===== src/rtl/imm_gen_pipe.sv =====
// imm_gen_pipe: registered RV32I/RV64I immediate generator with a valid/ready
// handshake, a two-entry (main + skid) result buffer, a sideband tag and a
// saturating counter of accepted illegal-opcode instructions.
module imm_gen_pipe #(
    parameter int XLEN  = 32,
    parameter int TAG_W = 32,
    parameter int CNT_W = 16
) (
    input  logic             clk,
    input  logic             rst_n,
    input  logic             in_valid,
    output logic             in_ready,
    input  logic [31:0]      in_instr,
    input  logic [TAG_W-1:0] in_tag,
    output logic             out_valid,
    input  logic             out_ready,
    output logic [XLEN-1:0]  out_imm,
    output logic [2:0]       out_fmt,
    output logic             out_illegal,
    output logic [TAG_W-1:0] out_tag,
    output logic [CNT_W-1:0] illegal_cnt
);

    localparam logic [2:0] FMT_NONE  = 3'd0;
    localparam logic [2:0] FMT_I     = 3'd1;
    localparam logic [2:0] FMT_S     = 3'd2;
    localparam logic [2:0] FMT_B     = 3'd3;
    localparam logic [2:0] FMT_U     = 3'd4;
    localparam logic [2:0] FMT_J     = 3'd5;
    localparam logic [2:0] FMT_SHAMT = 3'd6;

    localparam logic [6:0] OP_IMM    = 7'b0010011;
    localparam logic [6:0] OP_LOAD   = 7'b0000011;
    localparam logic [6:0] OP_JALR   = 7'b1100111;
    localparam logic [6:0] OP_STORE  = 7'b0100011;
    localparam logic [6:0] OP_BRANCH = 7'b1100011;
    localparam logic [6:0] OP_LUI    = 7'b0110111;
    localparam logic [6:0] OP_AUIPC  = 7'b0010111;
    localparam logic [6:0] OP_JAL    = 7'b1101111;
    localparam logic [6:0] OP_REG    = 7'b0110011;

    // A buffered entry holds only the decoded result: {tag, illegal, fmt, imm}
    localparam int ENT_W = TAG_W + 1 + 3 + XLEN;

    logic [XLEN-1:0]  decImm;
    logic [2:0]       decFmt;
    logic             decIllegal;
    logic [5:0]       decShamt;
    logic [ENT_W-1:0] decEntry;

    logic             mainValid_q, mainValid_d;
    logic             skidValid_q, skidValid_d;
    logic [ENT_W-1:0] main_q, main_d;
    logic [ENT_W-1:0] skid_q, skid_d;
    logic [CNT_W-1:0] cnt_q, cnt_d;

    logic accept;
    logic drain;

    // RV64 shift amounts are six bits wide, RV32 ones five; upper funct bits are ignored
    assign decShamt = (XLEN == 64) ? in_instr[25:20] : {1'b0, in_instr[24:20]};

    // Purely combinational decode of the incoming instruction word
    always_comb begin
        decImm     = '0;
        decFmt     = FMT_NONE;
        decIllegal = 1'b0;
        case (in_instr[6:0])
            OP_IMM: begin
                if (in_instr[13:12] == 2'b01) begin
                    decFmt = FMT_SHAMT;
                    decImm = XLEN'(decShamt);
                end else begin
                    decFmt = FMT_I;
                    decImm = XLEN'($signed(in_instr[31:20]));
                end
            end
            OP_LOAD, OP_JALR: begin
                decFmt = FMT_I;
                decImm = XLEN'($signed(in_instr[31:20]));
            end
            OP_STORE: begin
                decFmt = FMT_S;
                decImm = XLEN'($signed({in_instr[31:25], in_instr[11:7]}));
            end
            OP_BRANCH: begin
                decFmt = FMT_B;
                decImm = XLEN'($signed({in_instr[31], in_instr[7], in_instr[30:25],
                                        in_instr[11:8], 1'b0}));
            end
            OP_LUI, OP_AUIPC: begin
                decFmt = FMT_U;
                decImm = XLEN'($signed({in_instr[31:12], 12'b0}));
            end
            OP_JAL: begin
                decFmt = FMT_J;
                decImm = XLEN'($signed({in_instr[31], in_instr[19:12], in_instr[20],
                                        in_instr[30:21], 1'b0}));
            end
            OP_REG: begin
                decFmt = FMT_NONE;
            end
            default: begin
                decIllegal = 1'b1;
            end
        endcase
    end

    assign decEntry = {in_tag, decIllegal, decFmt, decImm};

    // in_ready depends only on a flop, so out_ready never reaches it combinationally
    assign in_ready = ~skidValid_q;
    assign accept   = in_valid & in_ready;
    assign drain    = mainValid_q & out_ready;

    // Buffer next state: main always holds the oldest result, skid the younger one
    always_comb begin
        mainValid_d = mainValid_q;
        skidValid_d = skidValid_q;
        main_d      = main_q;
        skid_d      = skid_q;
        if (drain) begin
            if (skidValid_q) begin
                main_d      = skid_q;
                skidValid_d = 1'b0;
            end else if (accept) begin
                main_d = decEntry;
            end else begin
                mainValid_d = 1'b0;
            end
        end else if (accept) begin
            if (mainValid_q) begin
                skid_d      = decEntry;
                skidValid_d = 1'b1;
            end else begin
                main_d      = decEntry;
                mainValid_d = 1'b1;
            end
        end
    end

    // Illegal counter advances on acceptance only and sticks at all-ones
    always_comb begin
        cnt_d = cnt_q;
        if (accept && decIllegal && (cnt_q != {CNT_W{1'b1}})) begin
            cnt_d = cnt_q + CNT_W'(1);
        end
    end

    // State registers; reset drops every buffered result
    always_ff @(posedge clk or negedge rst_n) begin
        if (!rst_n) begin
            mainValid_q <= 1'b0;
            skidValid_q <= 1'b0;
            main_q      <= '0;
            skid_q      <= '0;
            cnt_q       <= '0;
        end else begin
            mainValid_q <= mainValid_d;
            skidValid_q <= skidValid_d;
            main_q      <= main_d;
            skid_q      <= skid_d;
            cnt_q       <= cnt_d;
        end
    end

    assign out_valid   = mainValid_q;
    assign out_imm     = main_q[XLEN-1:0];
    assign out_fmt     = main_q[XLEN+2:XLEN];
    assign out_illegal = main_q[XLEN+3];
    assign out_tag     = main_q[ENT_W-1:XLEN+4];
    assign illegal_cnt = cnt_q;

endmodule

===== config.mk =====
export PLATFORM = sky130hd
export DESIGN_NAME = imm_gen_pipe
export DESIGN_NICKNAME = d
export VERILOG_FILES = /design/src/rtl/imm_gen_pipe.sv
export SDC_FILE = /design/constraint.sdc
export NUM_CORES = 1
export LEC_CHECK = 0
export ABC_AREA = 1
export CORE_AREA = 3 3 144 146
export DETAILED_ROUTE_END_ITERATION = 10
export DIE_AREA = 0 0 147 149
export GPL_TIMING_DRIVEN = 1
export HOLD_SLACK_MARGIN = 0.1
export PLACE_DENSITY = 0.77
export SLEW_MARGIN = 0
export SYNTH_ARGS = -nofsm -noshare
export SYNTH_HDL_FRONTEND = slang
export SYNTH_SLANG_ARGS = --single-unit
export TNS_END_PERCENT = 10

===== constraint.sdc =====
create_clock -name clk -period 1.9 [get_ports clk]
set_input_delay 0.285 -clock clk [delete_from_list [all_inputs] [get_ports clk]]
set_output_delay 0.285 -clock clk [all_outputs]
set_load 0.005 [all_outputs]

Word-level counts from Yosys, hierarchy flattened. Index checks and enable logic that the tools add are counted.

Register bits after elaboration: 154. Output and inout port bits: 86.

Add/sub/neg operators: 1. Equal/unequal tests: 14. Muxes and demuxes: 17. Bitwise logic cells: 4. Reductions and logical operators: 12.

Operators by type and width (number): 2-to-1 mux 68 bit (5); case mux 32 bit (6 select lines) (1); 2-to-1 mux 32 bit (1); equality test 7 x 6 -> 1 bit, second input constant (3); equality test 7 bit, second input constant (3); case mux 3 bit (6 select lines) (1); adder 16 x 1 -> 16 bit, second input constant (1); != test 16 bit, second input constant (1); equality test 7 x 5 -> 1 bit, second input constant (2); AND reduction 3 bit (3); OR reduction 9 bit (1); 2-to-1 mux 1 bit (8); equality test 7 x 2 -> 1 bit, second input constant (1); nonzero test 2 bit (3); != test 2 bit, second input constant (2); OR reduction 2 bit (2); 2-to-1 mux 3 bit (1); AND 1 bit (2); equality test 2 x 1 -> 1 bit, second input constant (1); logical AND 1 bit (2); != test 2 x 1 -> 1 bit, second input constant (1); NOT 1 bit (2); AND reduction 2 bit (1).

Longest topological paths before layout.
Depth after elaboration: 6. Gate-level depth with buffers: 11.

Least setup slack after synthesis. No wires, ideal clock.

Path kind: register -> register. Start: register skidValid_q. End: register main_q[47]. Arrival: 1.639 ns. Path slack: 0.138 ns. Cell stages (with the launch flop): 10. Period minus slack after synthesis: 1.762 ns. Cell sequence: dfrtp_1 > nor2_4 > inv_2 > ha_1 > a21oi_1 > nand2_2 > buf_4 > clkbuf_1 > nand2_1 > nand2_1.

Word-level cells in the longest chain between the ends: 4.

RTL lines: start: declaration (RTL line 52) `logic skidValid_q, skidValid_d;`; start signal: assignment (RTL line 160) `skidValid_q <= skidValid_d;`; NOT 1 bit (RTL line 112) `assign in_ready = ~skidValid_q;`; AND 1 bit (RTL line 113) `assign accept = in_valid & in_ready;`; nonzero test 2 bit (no source line); AND reduction 3 bit (no source line); end signal: assignment (RTL line 161) `main_q <= main_d;`; end: declaration (RTL line 53) `logic [ENT_W-1:0] main_q, main_d;`.

Parallel ways exist; a longest one is shown, timed or not. A chain may end at the register's enable or synchronous reset.

Worst setup path in the final report.
Start: register skidValid_q. End: output in_ready.

Word-level cells in the longest chain between the ends: 1.

RTL lines: NOT 1 bit (RTL line 112); end: declaration (RTL line 12) `output logic in_ready,`.

Every way passes these cells.

==> qor.yml <==
status: "finished, final reports clean"
clkSlewWorstSetupHoldPaths_ns: 0.07
ff2ff_path_depth: 9
worst-path-max-fanout: 4
slew_violations: 0
firstDrtPassIters: 6
worstMarginPinSlew_ns: 0.5400
fin_util_pct: 55.45
fin_nets: 1337
wire_per_inst_um: 13.73
vias: 7710
synth-edff-count: 0
cp-start-kind: "register"
synthTopCellsByArea: "dfrtp_1, nand2_1, nor2_1, nand3_1, o21ai_0"
io_buffers: 153
die-width_um: 147
dp.cells: 1512
clk_latency_ns: 0.43
synthToLayoutAreaGrowth_pct: 33.18
finalInstanceArea_mm2: 0.01083
htree_levels: 4
initial_core_util_pct: 41.63
hp-class: "in -> async"
cts_tree: "done"
grtUsageTotal_pct: 19.86
p_leak_uw: 0.005613
hold_viol_final: 0
drt_iter0_drc: 462
rows: 51
syn_inst: 1100
ys_seq_elements: 154
grt_pass1_wl_um: 35870
grt_pass1_vias: 7252
cts_buffers: 17
required_ns: 1.62
layout.cells.non_filler: 1545
relSlewSlack_pct: 63.87
grt_remaining_overflow: 0
end_kind: "output pin"
io_pins: 154
fin_ws_ns: 0.08336
syn_area_per_cell_um2: 7.390
maxCapViolCount: 0
finalCriticalPeriod_ns: 1.817
ys_seq_area_share_pct: 47.41
yosysTopAreaCell: "dfrtp_1"
hpwl_um: 14590
fin_crit_sh_pct: 95.61
drt-vias-per-instance: 4.990
clkSinkCount: 154
dieHeight_um: 149
grt_max_degree: 80
syn_area_mm2: 0.008129
crit_type: "reg -> out"
power_per_cell_area_mw_per_mm2: 1220
antenna_found_initial: 0
async_flop_share_pct: 100.0
drc: 0
ys.warnings.count: 0
rsz0062_at_grt: "no"
vdd_drop_max_mv: 0.7273
timing.fmax_mhz: 550.5
worstReg2RegStart: "skidValid_q"
postCtsSetupBuffers: 0
wl_um: 21210
final-setup-viol-count: 0
cts_buffer_depth: 2
place_area_mm2: 0.01021
insertedDiodeCount: 0
dieArea_mm2: 0.02190
netlist-cell-type-count: 29
finalClockSkew_ns: 0.01135
cp.arrival_ns: 1.53
synthesis.nets: 1170
synth_top_area_share_pct: 47.41
reg2reg_to: "main_q[50]"
drive_gt1_share_pct: 9.531
root_buffer: "clkbuf_16"
synth-main-ff-cell: "dfrtp_1"
ant_nets: 0
regToRegSetupSlack_ns: 0.18
place_ws_ns: -0.2255
gp_congestion: 0.8694
core-area_mm2: 0.01953
==> cell families after synthesis <==
family / Yosys count / synth area share (%)
and+or+nand+nor: 661 / 34.74
DFF: 154 / 47.41
AOI/OAI and AO/OA: 139 / 8.866
buffers and inverters: 138 / 8.034
xor gates and xnor gates: 6 / 0.6464
adders and majority gates: 2 / 0.3078
==> state kept, by name, summed over array words and instances (netlist names) <==
name	cells
illegal_cnt	16
main_q	68
skid_q	68
out_valid	1
skidValid_q	1
==> cells in the final DEF, fill, tap and decap left out <==
cell,synthesis,routed
a21oi_1,44,43
clkinv_4,0,1
nand3b_1,1,1
inv_8,0,3
a31oi_1,20,20
nand3_4,1,1
and2_1,2,2
nand4_1,25,25
bufinv_16,0,2
nor2_1,139,139
inv_2,4,5
buf_12,0,12
nand2_2,5,4
nor2_4,9,9
dlygate4sd3_1,0,1
xnor2_1,4,4
nor3_1,3,3
xor2_1,2,2
nand3_2,3,3
nand3b_2,1,1
a21oi_2,0,1
clkbuf_16,0,17
nand2_4,2,3
dfrtp_1,154,154
inv_6,0,6
clkdlybuf4s50_1,0,152
o21ai_1,17,17
nand2_1,367,367
clkinvlp_4,0,3
ha_1,2,2
nor2_2,3,3
clkinv_2,0,1
o21ai_0,58,58
nand3_1,100,100
inv_1,70,68
buf_4,5,46
buf_6,12,1
==> worst max path at each step <==
stage,startpoint,endpoint,slack [ns],cells past startpoint
2_1_floorplan,skidValid_q,main_q[47],0.14,9
3_3_place_gp,in_valid,main_q[58],-0.16,11
3_5_place_dp,in_valid,main_q[39],-0.23,11
4_1_cts,skidValid_q,in_ready,0.01,2
5_1_grt,skidValid_q,in_ready,0.03,2
6_report,skidValid_q,in_ready,0.08,2
==> cells in the mapped netlist (4+ instances only) <==
| cell | instances |
|---|---|
| o21ai_1 | 17 |
| buf_6 | 12 |
| o21ai_0 | 58 |
| buf_1 | 6 |
| dfrtp_1 | 154 |
| nor2_1 | 139 |
| clkbuf_1 | 20 |
| a21oi_1 | 44 |
| nand2_2 | 5 |
| buf_2 | 21 |
| inv_1 | 70 |
| xnor2_1 | 4 |
| nor2_4 | 9 |
| buf_4 | 5 |
| nand3_1 | 100 |
| a31oi_1 | 20 |
| nand4_1 | 25 |
| nand2_1 | 367 |
| inv_2 | 4 |
==> stage by stage <==
stage / hold slack [ns] / setup TNS (ns) / total power, uW
2_1_floorplan: -0.01059 / 0 / 7490
5_1_grt: 0.2707 / 0 / 14180
3_3_place_gp: 0.1421 / -8.993 / 9614
6_report: 0.2635 / 0 / 13210
4_1_cts: 0.2626 / 0 / 13340
3_5_place_dp: 0.1479 / -12.22 / 9787
==> power breakdown <==
part / switching [uW] / total (uW) / internal, uW
clock: 1490 / 3480 / 1990
sequential: 706 / 5190 / 4480
combinational: 2260 / 4540 / 2280
==> layout make-up <==
class,count,area [um^2]
Clock buffer,17,425.4
Clock inverter,15,177.7
Multi-Input combinational cell,808,3631
Tap cell,265,331.6
Fill cell,1808,8700
Timing Repair Buffer,212,2128
Sequential cell,154,3854
Inverter,74,279.0
==> layer usage <==
| layer | up-vias | wire length (um) | track usage [%] |
|---|---|---|---|
| li1 | 3869 | - | - |
| met1 | 3568 | 9624 | 26.84 |
| met2 | 233 | 9882 | 31.71 |
| met3 | 40 | 1162 | 4.558 |
| met4 | 0 | 541 | 6.850 |
| met5 | - | 0 | 0 |
==> repair_timing <==
action,CTS,global route
hold buffers,1,0
endpoints found under the setup margin,0,7
resized for setup,0,2
hold endpoints to repair,154,0
==> worst max-delay path, stage by stage (launching register included) <==
cell and delay, ns:
dfrtp_1 0.44, inv_2 0.13, clkdlybuf4s50_1 0.54
(Power assumes the default switching activity.)
